===== config.mk =====
export PLATFORM = sky130hd
export DESIGN_NAME = decode_stage
export DESIGN_NICKNAME = d
export VERILOG_FILES = /design/src/rtl/decode_stage_pkg.sv /design/src/rtl/reg_file.sv /design/src/rtl/decode_stage.sv
export SDC_FILE = /design/constraint.sdc
export NUM_CORES = 2
export LEC_CHECK = 0
export BUFFER_PORTS_ARGS = -buffer_cell sky130_fd_sc_hd__buf_4
export CORE_ASPECT_RATIO = 1.4
export CORE_UTILIZATION = 30
export CTS_BUF_LIST = sky130_fd_sc_hd__clkbuf_4
export CTS_CLUSTER_SIZE = 10
export DETAILED_ROUTE_END_ITERATION = 8
export GPL_TIMING_DRIVEN = 0
export SETUP_SLACK_MARGIN = 0.05
export SLEW_MARGIN = 20
export SYNTH_ARGS = -nofsm -noshare
export SYNTH_HDL_FRONTEND = slang
export SYNTH_SLANG_ARGS = --single-unit

===== constraint.sdc =====
create_clock -name clk -period 2.7 [get_ports clk]
set_input_delay 0.135 -clock clk [delete_from_list [all_inputs] [get_ports clk]]
set_output_delay 0.135 -clock clk [all_outputs]
set_load 0.05 [all_outputs]

===== src/rtl/decode_stage_pkg.sv =====
// Shared types and constants for the decode stage and its register file.
package decode_stage_pkg;

  localparam int unsigned INSTR_W = 32;
  localparam logic [4:0]  X0      = 5'd0;
  localparam logic [1:0]  OPC_LOW = 2'b11;

  typedef enum logic [6:0] {
    OpLoad    = 7'h03,
    OpMiscMem = 7'h0f,
    OpImm     = 7'h13,
    OpAuipc   = 7'h17,
    OpImm32   = 7'h1b,
    OpStore   = 7'h23,
    OpReg     = 7'h33,
    OpLui     = 7'h37,
    OpReg32   = 7'h3b,
    OpBranch  = 7'h63,
    OpJalr    = 7'h67,
    OpJal     = 7'h6f,
    OpSystem  = 7'h73
  } opcode_t;

  typedef enum logic [2:0] {
    ImmI = 3'd0,
    ImmS = 3'd1,
    ImmB = 3'd2,
    ImmU = 3'd3,
    ImmJ = 3'd4
  } imm_src_t;

endpackage


===== src/rtl/reg_file.sv =====
// Two-read, one-write register file with x0 tied to zero and write-to-read bypass.
module reg_file
  import decode_stage_pkg::*;
#(
  parameter int unsigned XLEN  = 32,
  parameter int unsigned NREGS = 32
) (
  input  logic            clk_i,
  input  logic            rst_ni,
  input  logic [4:0]      raddr1_i,
  input  logic [4:0]      raddr2_i,
  output logic [XLEN-1:0] rdata1_o,
  output logic [XLEN-1:0] rdata2_o,
  input  logic            we_i,
  input  logic [4:0]      waddr_i,
  input  logic [XLEN-1:0] wdata_i
);

  localparam int unsigned AW = $clog2(NREGS);

  logic [XLEN-1:0] mem_q [NREGS];
  logic            wr_en;

  // The E-variant has no x16..x31; such writes are dropped rather than aliased.
  assign wr_en = we_i && (waddr_i != X0) && ((NREGS == 32) || !waddr_i[4]);

  always_ff @(posedge clk_i or negedge rst_ni) begin
    if (!rst_ni) begin
      for (int i = 0; i < NREGS; i++) begin
        mem_q[i] <= '0;
      end
    end else if (wr_en) begin
      mem_q[waddr_i[AW-1:0]] <= wdata_i;
    end
  end

  always_comb begin
    rdata1_o = '0;
    if (raddr1_i != X0) begin
      rdata1_o = (we_i && waddr_i == raddr1_i) ? wdata_i : mem_q[raddr1_i[AW-1:0]];
    end
  end

  always_comb begin
    rdata2_o = '0;
    if (raddr2_i != X0) begin
      rdata2_o = (we_i && waddr_i == raddr2_i) ? wdata_i : mem_q[raddr2_i[AW-1:0]];
    end
  end

endmodule


===== src/rtl/decode_stage.sv =====
// RV decode stage: two-entry skid buffer, field split, bypassed register read,
// immediate generation, pc+4 and illegal-encoding detection.
module decode_stage
  import decode_stage_pkg::*;
#(
  parameter int unsigned XLEN  = 32,
  parameter int unsigned NREGS = 32
) (
  input  logic               clk,
  input  logic               reset_n,
  input  logic [INSTR_W-1:0] instr_f,
  input  logic [XLEN-1:0]    pc_f,
  input  logic               valid_f,
  output logic               ready_f,
  input  logic               flush_d,
  input  imm_src_t           imm_src_d,
  input  logic [4:0]         rd_w,
  input  logic [XLEN-1:0]    result_w,
  input  logic               reg_write_w,
  output opcode_t            op,
  output logic [2:0]         funct3,
  output logic [6:0]         funct7,
  output logic [4:0]         rs1_d,
  output logic [4:0]         rs2_d,
  output logic [4:0]         rd_d,
  output logic [XLEN-1:0]    rd1_d,
  output logic [XLEN-1:0]    rd2_d,
  output logic [XLEN-1:0]    pc_d,
  output logic [XLEN-1:0]    pc_plus_4_d,
  output logic [XLEN-1:0]    imm_ext_d,
  output logic               illegal_d,
  output logic               valid_d,
  input  logic               ready_e
);

  logic [INSTR_W-1:0] main_instr_q, skid_instr_q;
  logic [XLEN-1:0]    main_pc_q, skid_pc_q;
  logic               main_valid_q, skid_valid_q;
  logic               accept, drain;
  logic [31:0]        imm32;
  logic               bad_reg;

  // ready_f comes straight from a flop, so ready_e never reaches it combinationally.
  assign ready_f = !skid_valid_q;
  assign valid_d = main_valid_q;
  assign accept  = valid_f && ready_f;
  assign drain   = main_valid_q && ready_e;

  always_ff @(posedge clk or negedge reset_n) begin
    if (!reset_n) begin
      main_instr_q <= '0;
      main_pc_q    <= '0;
      main_valid_q <= 1'b0;
      skid_instr_q <= '0;
      skid_pc_q    <= '0;
      skid_valid_q <= 1'b0;
    end else if (flush_d) begin
      main_instr_q <= '0;
      main_valid_q <= 1'b0;
      skid_instr_q <= '0;
      skid_valid_q <= 1'b0;
    end else if (drain && skid_valid_q) begin
      main_instr_q <= skid_instr_q;
      main_pc_q    <= skid_pc_q;
      skid_valid_q <= 1'b0;
    end else if (accept && (!main_valid_q || drain)) begin
      main_instr_q <= instr_f;
      main_pc_q    <= pc_f;
      main_valid_q <= 1'b1;
    end else if (accept) begin
      skid_instr_q <= instr_f;
      skid_pc_q    <= pc_f;
      skid_valid_q <= 1'b1;
    end else if (drain) begin
      main_instr_q <= '0;
      main_valid_q <= 1'b0;
    end
  end

  assign op     = opcode_t'(main_instr_q[6:0]);
  assign rd_d   = main_instr_q[11:7];
  assign funct3 = main_instr_q[14:12];
  assign rs1_d  = main_instr_q[19:15];
  assign rs2_d  = main_instr_q[24:20];
  assign funct7 = main_instr_q[31:25];

  assign pc_d        = main_pc_q;
  assign pc_plus_4_d = main_pc_q + XLEN'(4);

  always_comb begin
    imm32 = '0;
    unique case (imm_src_d)
      ImmI: imm32 = {{20{main_instr_q[31]}}, main_instr_q[31:20]};
      ImmS: imm32 = {{20{main_instr_q[31]}}, main_instr_q[31:25], main_instr_q[11:7]};
      ImmB: imm32 = {{19{main_instr_q[31]}}, main_instr_q[31], main_instr_q[7],
                     main_instr_q[30:25], main_instr_q[11:8], 1'b0};
      ImmU: imm32 = {main_instr_q[31:12], 12'b0};
      ImmJ: imm32 = {{11{main_instr_q[31]}}, main_instr_q[31], main_instr_q[19:12],
                     main_instr_q[20], main_instr_q[30:21], 1'b0};
      default: imm32 = '0;
    endcase
    imm_ext_d       = {XLEN{imm32[31]}};
    imm_ext_d[31:0] = imm32;
  end

  assign bad_reg   = (NREGS == 16) && (rs1_d[4] || rs2_d[4] || rd_d[4]);
  assign illegal_d = main_valid_q && ((main_instr_q[1:0] != OPC_LOW) || bad_reg);

  reg_file #(
    .XLEN  (XLEN),
    .NREGS (NREGS)
  ) u_reg_file (
    .clk_i    (clk),
    .rst_ni   (reset_n),
    .raddr1_i (rs1_d),
    .raddr2_i (rs2_d),
    .rdata1_o (rd1_d),
    .rdata2_o (rd2_d),
    .we_i     (reg_write_w),
    .waddr_i  (rd_w),
    .wdata_i  (result_w)
  );

endmodule


==> results by group <==
Clocking
  – Clk_lat worst skew: 1.18 ns
  – H-tree lvl count: 5
  – CTS clk-pin slew, worst paths: 0.07 ns
  – Cts bufs inserted: 299
  – CTS Buffer Depth: 4
  – Clk sink count: 1154
  – Clock root buffer: clkbuf_4
  – CTS tree: done

Critical path
  – Top cell by count, worst path: buf_16
  – R2R Setup Slk: 0.20 ns
  – Worst setup SP type: flop
  – Worst path max stage delay: 0.40 ns
  – Slowest cell on crit path: dfrtp_1
  – Worst r2r dst: skid_pc_q[30]
  – WP data required: 2.57 ns
  – Critical path fanouts, max: 11
  – Crit end category: primary output
  – Arrival @ worst endpoint: 3.92 ns
  – CP Cell Sequence: buf_6 -> buf_16 -> buf_16 -> buf_16 -> buf_16 -> buf_4 -> mux2i_2 -> a221oi_4 -> o21ai_2 -> a211oi_2 -> o221a_4 -> buf_8
  – WS Path Type: reg -> out
  – R2r worst-path depth: 5
  – Worst r2r src: skid_valid_q

Layout
  – Final Instance Count excl. Fillers: 8485
  – Fillers: 19200
  – Layout cells sized above 1: 0.533
  – Finished Core Util: 0.401
  – Multi-input logic area: 32200 sq um
  – Seq. cell area: 28900 sq um
  – Area Growth Syn to Fin: 32.7%
  – Nets: 5706

Floorplan
  – CORE AREA: 204000 sq um
  – Die Wd: 385 um
  – Die footprint: 207000 sq um
  – # rows: 196
  – Starting Density: 0.302
  – I/O pin count: 305
  – Die Y: 539 um

Global routing
  – First-pass GRT wire length: 443 mm
  – Congestion Overflow GR: 0
  – Total GRT Usage: 0.315
  – Initial antenna violation count: 39
  – Vias in the first global route: 51700
  – Largest net degree at the start of global routing: 142

Placement
  – Placed instance count: 7477
  – GPL Wtd Cong: 1.03
  – Final HPWL DP: 217 mm
  – IO buf count: 298
  – Post-Place Setup Slack: -1.33 ns

Timing
  – Crit share post-route: 1.50
  – Final setup skew: 0.0680 ns
  – Final Worst Setup Slack: -1.36 ns
  – RSZ-0062 raised after global routing: yes
  – Fin. max-slew vios: 0
  – Max Clock Freq: 246 MHz
  – Max-slew headroom: 0.108
  – Final Setup Violations: 198
  – Crit path time final: 4.06 ns
  – Final hold violations: 0
  – Slew @ Worst Pin: 1.34 ns

Synthesis
  – Cells after Synth: 4471
  – Ys Warns: 0
  – Post-synth design cell area: 61700 sq um
  – Synth top cells by count: dfrtp_1 (1154), mux2_2 (1031), mux4_2 (396), mux2i_1 (285), clkbuf_1 (280)
  – Yosys cell types: 69
  – Async SR Flop Fraction: 1.00
  – Area leader, netlist: dfrtp_1
  – Post-synth top area share: 0.468
  – Synth Register Bits: 1154
  – Synth area leaders: dfrtp_1 (47%), mux2_2 (19%), mux4_2 (14%)
  – Cell with the most instances after synthesis: dfrtp_1
  – Post-synth EDFFs: 0
  – Seq/Total Area, Yosys: 0.468
  – Post-synth top flop: dfrtp_1
  – Syn nets: 4582
  – Syn Area/Cell: 13.8 sq um

Drt
  – DRT iter0 DRCs: 7292
  – Via count: 52500
  – Routed Antenna Nets: 0
  – Residual DRC count: 0
  – 1st-pass router iterations: 9
  – DR WL/cell: 39.6 um
  – Vias per inst: 6.19
  – Routed WL: 336 mm

Pwr
  – Pwr per Cell Area: 675 nW/um^2
  – Maximum vdd drop: 0.522 mV
  – Static leakage: 34.9 nW

Run
  – Max-cap violations: 0

Status
  – Outcome: finished, violations left
  – Failing checks: setup timing

Worst hold path
  – Hold Path Class: in -> async
==> state kept, by name, summed over array words and instances, names as in the netlist <==
| signal | cells |
|---|---|
| main_instr_q | 32 |
| pc_d | 32 |
| skid_instr_q | 32 |
| skid_pc_q | 32 |
| skid_valid_q | 1 |
| u_reg_file.mem_q | 1024 |
| valid_d | 1 |
==> report_power, final <==
group	internal (mW)	switching, mW	total (mW)
registers	20.5	2.59	23.1
logic	8.07	8.95	17.0
clock network	7.05	8.13	15.2
total	35.6	19.7	55.3
==> worst max-delay path: cells and delay by family, from the launching register on <==
| kind | cells | cell delay [ns] |
|---|---|---|
| compound gates | 4 | 1.05 |
| buf+inv | 7 | 1.14 |
| mux | 1 | 0.16 |
| flops | 1 | 0.40 |
==> through the flow <==
| stage | area [sq um] | hold WS, ns | TNS (ns) | power, mW |
|---|---|---|---|---|
| floorplan | 61700 | -0.161 | 0 | 31.4 |
| global placement | 67300 | 0.378 | - | 36.3 |
| detailed placement | 68400 | 0.177 | -65.70 | 37.0 |
| CTS | 78400 | 0.0312 | -92.61 | 53.5 |
| global route | 81800 | 0.0445 | -91.68 | 56.7 |
| finish | 81800 | 0.0811 | -90.31 | 55.3 |
==> logic make-up after synthesis <==
| group | count (synthesis) | share of synthesized area |
|---|---|---|
| AOI/OAI and AO/OA | 598 | 0.0708 |
| buffers and inverters | 527 | 0.0398 |
| and+or+nand+nor | 433 | 0.0333 |
| muxes | 1720 | 0.382 |
| adders and majority gates | 1 | 0.000203 |
| xor gates and xnor gates | 38 | 0.00540 |
| DFF | 1154 | 0.468 |
==> per-layer routing <==
| layer | track usage | up-vias | routed length, um |
|---|---|---|---|
| li1 | - | 19600 | - |
| met1 | 0.351 | 26800 | 110000 |
| met2 | 0.458 | 4477 | 142000 |
| met3 | 0.134 | 1566 | 45500 |
| met4 | 0.275 | 22 | 38600 |
| met5 | 0 | - | 160 |
==> placed cells by master, fill, tap and decap left out, types with 18 or more instances in the layout <==
cell           count
dfrtp_1         1136
mux2_2          1031
clkbuf_4         436
buf_4            400
mux4_2           398
mux2i_1          259
dlygate4sd3_1    219
clkbuf_1         167
nand2_1          141
a21oi_1          109
buf_6            107
buf_16            98
buf_12            91
nor2_1            67
clkinv_1          60
nand3_1           59
a22oi_1           50
buf_2             41
a221oi_2          41
a22oi_2           39
buf_1             38
buf_8             36
inv_1             36
clkbuf_2          33
a222oi_1          32
clkbuf_8          31
diode_2           29
a211oi_1          29
xnor2_1           23
o22ai_2           23
nor2b_1           22
mux2i_2           20
a31oi_1           20
a21o_1            18
==> area by class of cell <==
class | count | share of cell area
tap | 2673 | 0.0409
antenna | 29 | 0.000887
clock inverter | 83 | 0.00468
clock buffer | 406 | 0.0372
multi-input combinational | 2790 | 0.393
buffer | 483 | 0.0568
sequential | 1154 | 0.353
inverter | 40 | 0.00219
timing repair buffer | 827 | 0.111
==> repair_timing <==
action                                   CTS  global route
gates cloned                              17            10
hold buffers                             221             0
endpoints found under the setup margin   120           409
endpoints found under the hold margin   1617             0
setup buffers                             81           172
pin swaps                                 68           135
gates resized for setup                  741           377
==> worst max path at each step <==
stage                     slack, ns  cells after the start        startpoint                    to
final                         -1.36                     12  main_instr_q[20]             rd2_d[15]
after floorplan                0.05                      5           pc_d[8]       pc_plus_4_d[26]
after global routing          -1.37                     14  main_instr_q[20]             rd2_d[10]
after global placement       -12.78                      1           reset_n  u_reg_file.mem_q[56]
after CTS                     -1.29                     11  main_instr_q[20]              rd2_d[8]
after detailed placement      -1.33                      9  main_instr_q[22]             rd2_d[21]
(Power assumes the default switching activity.)
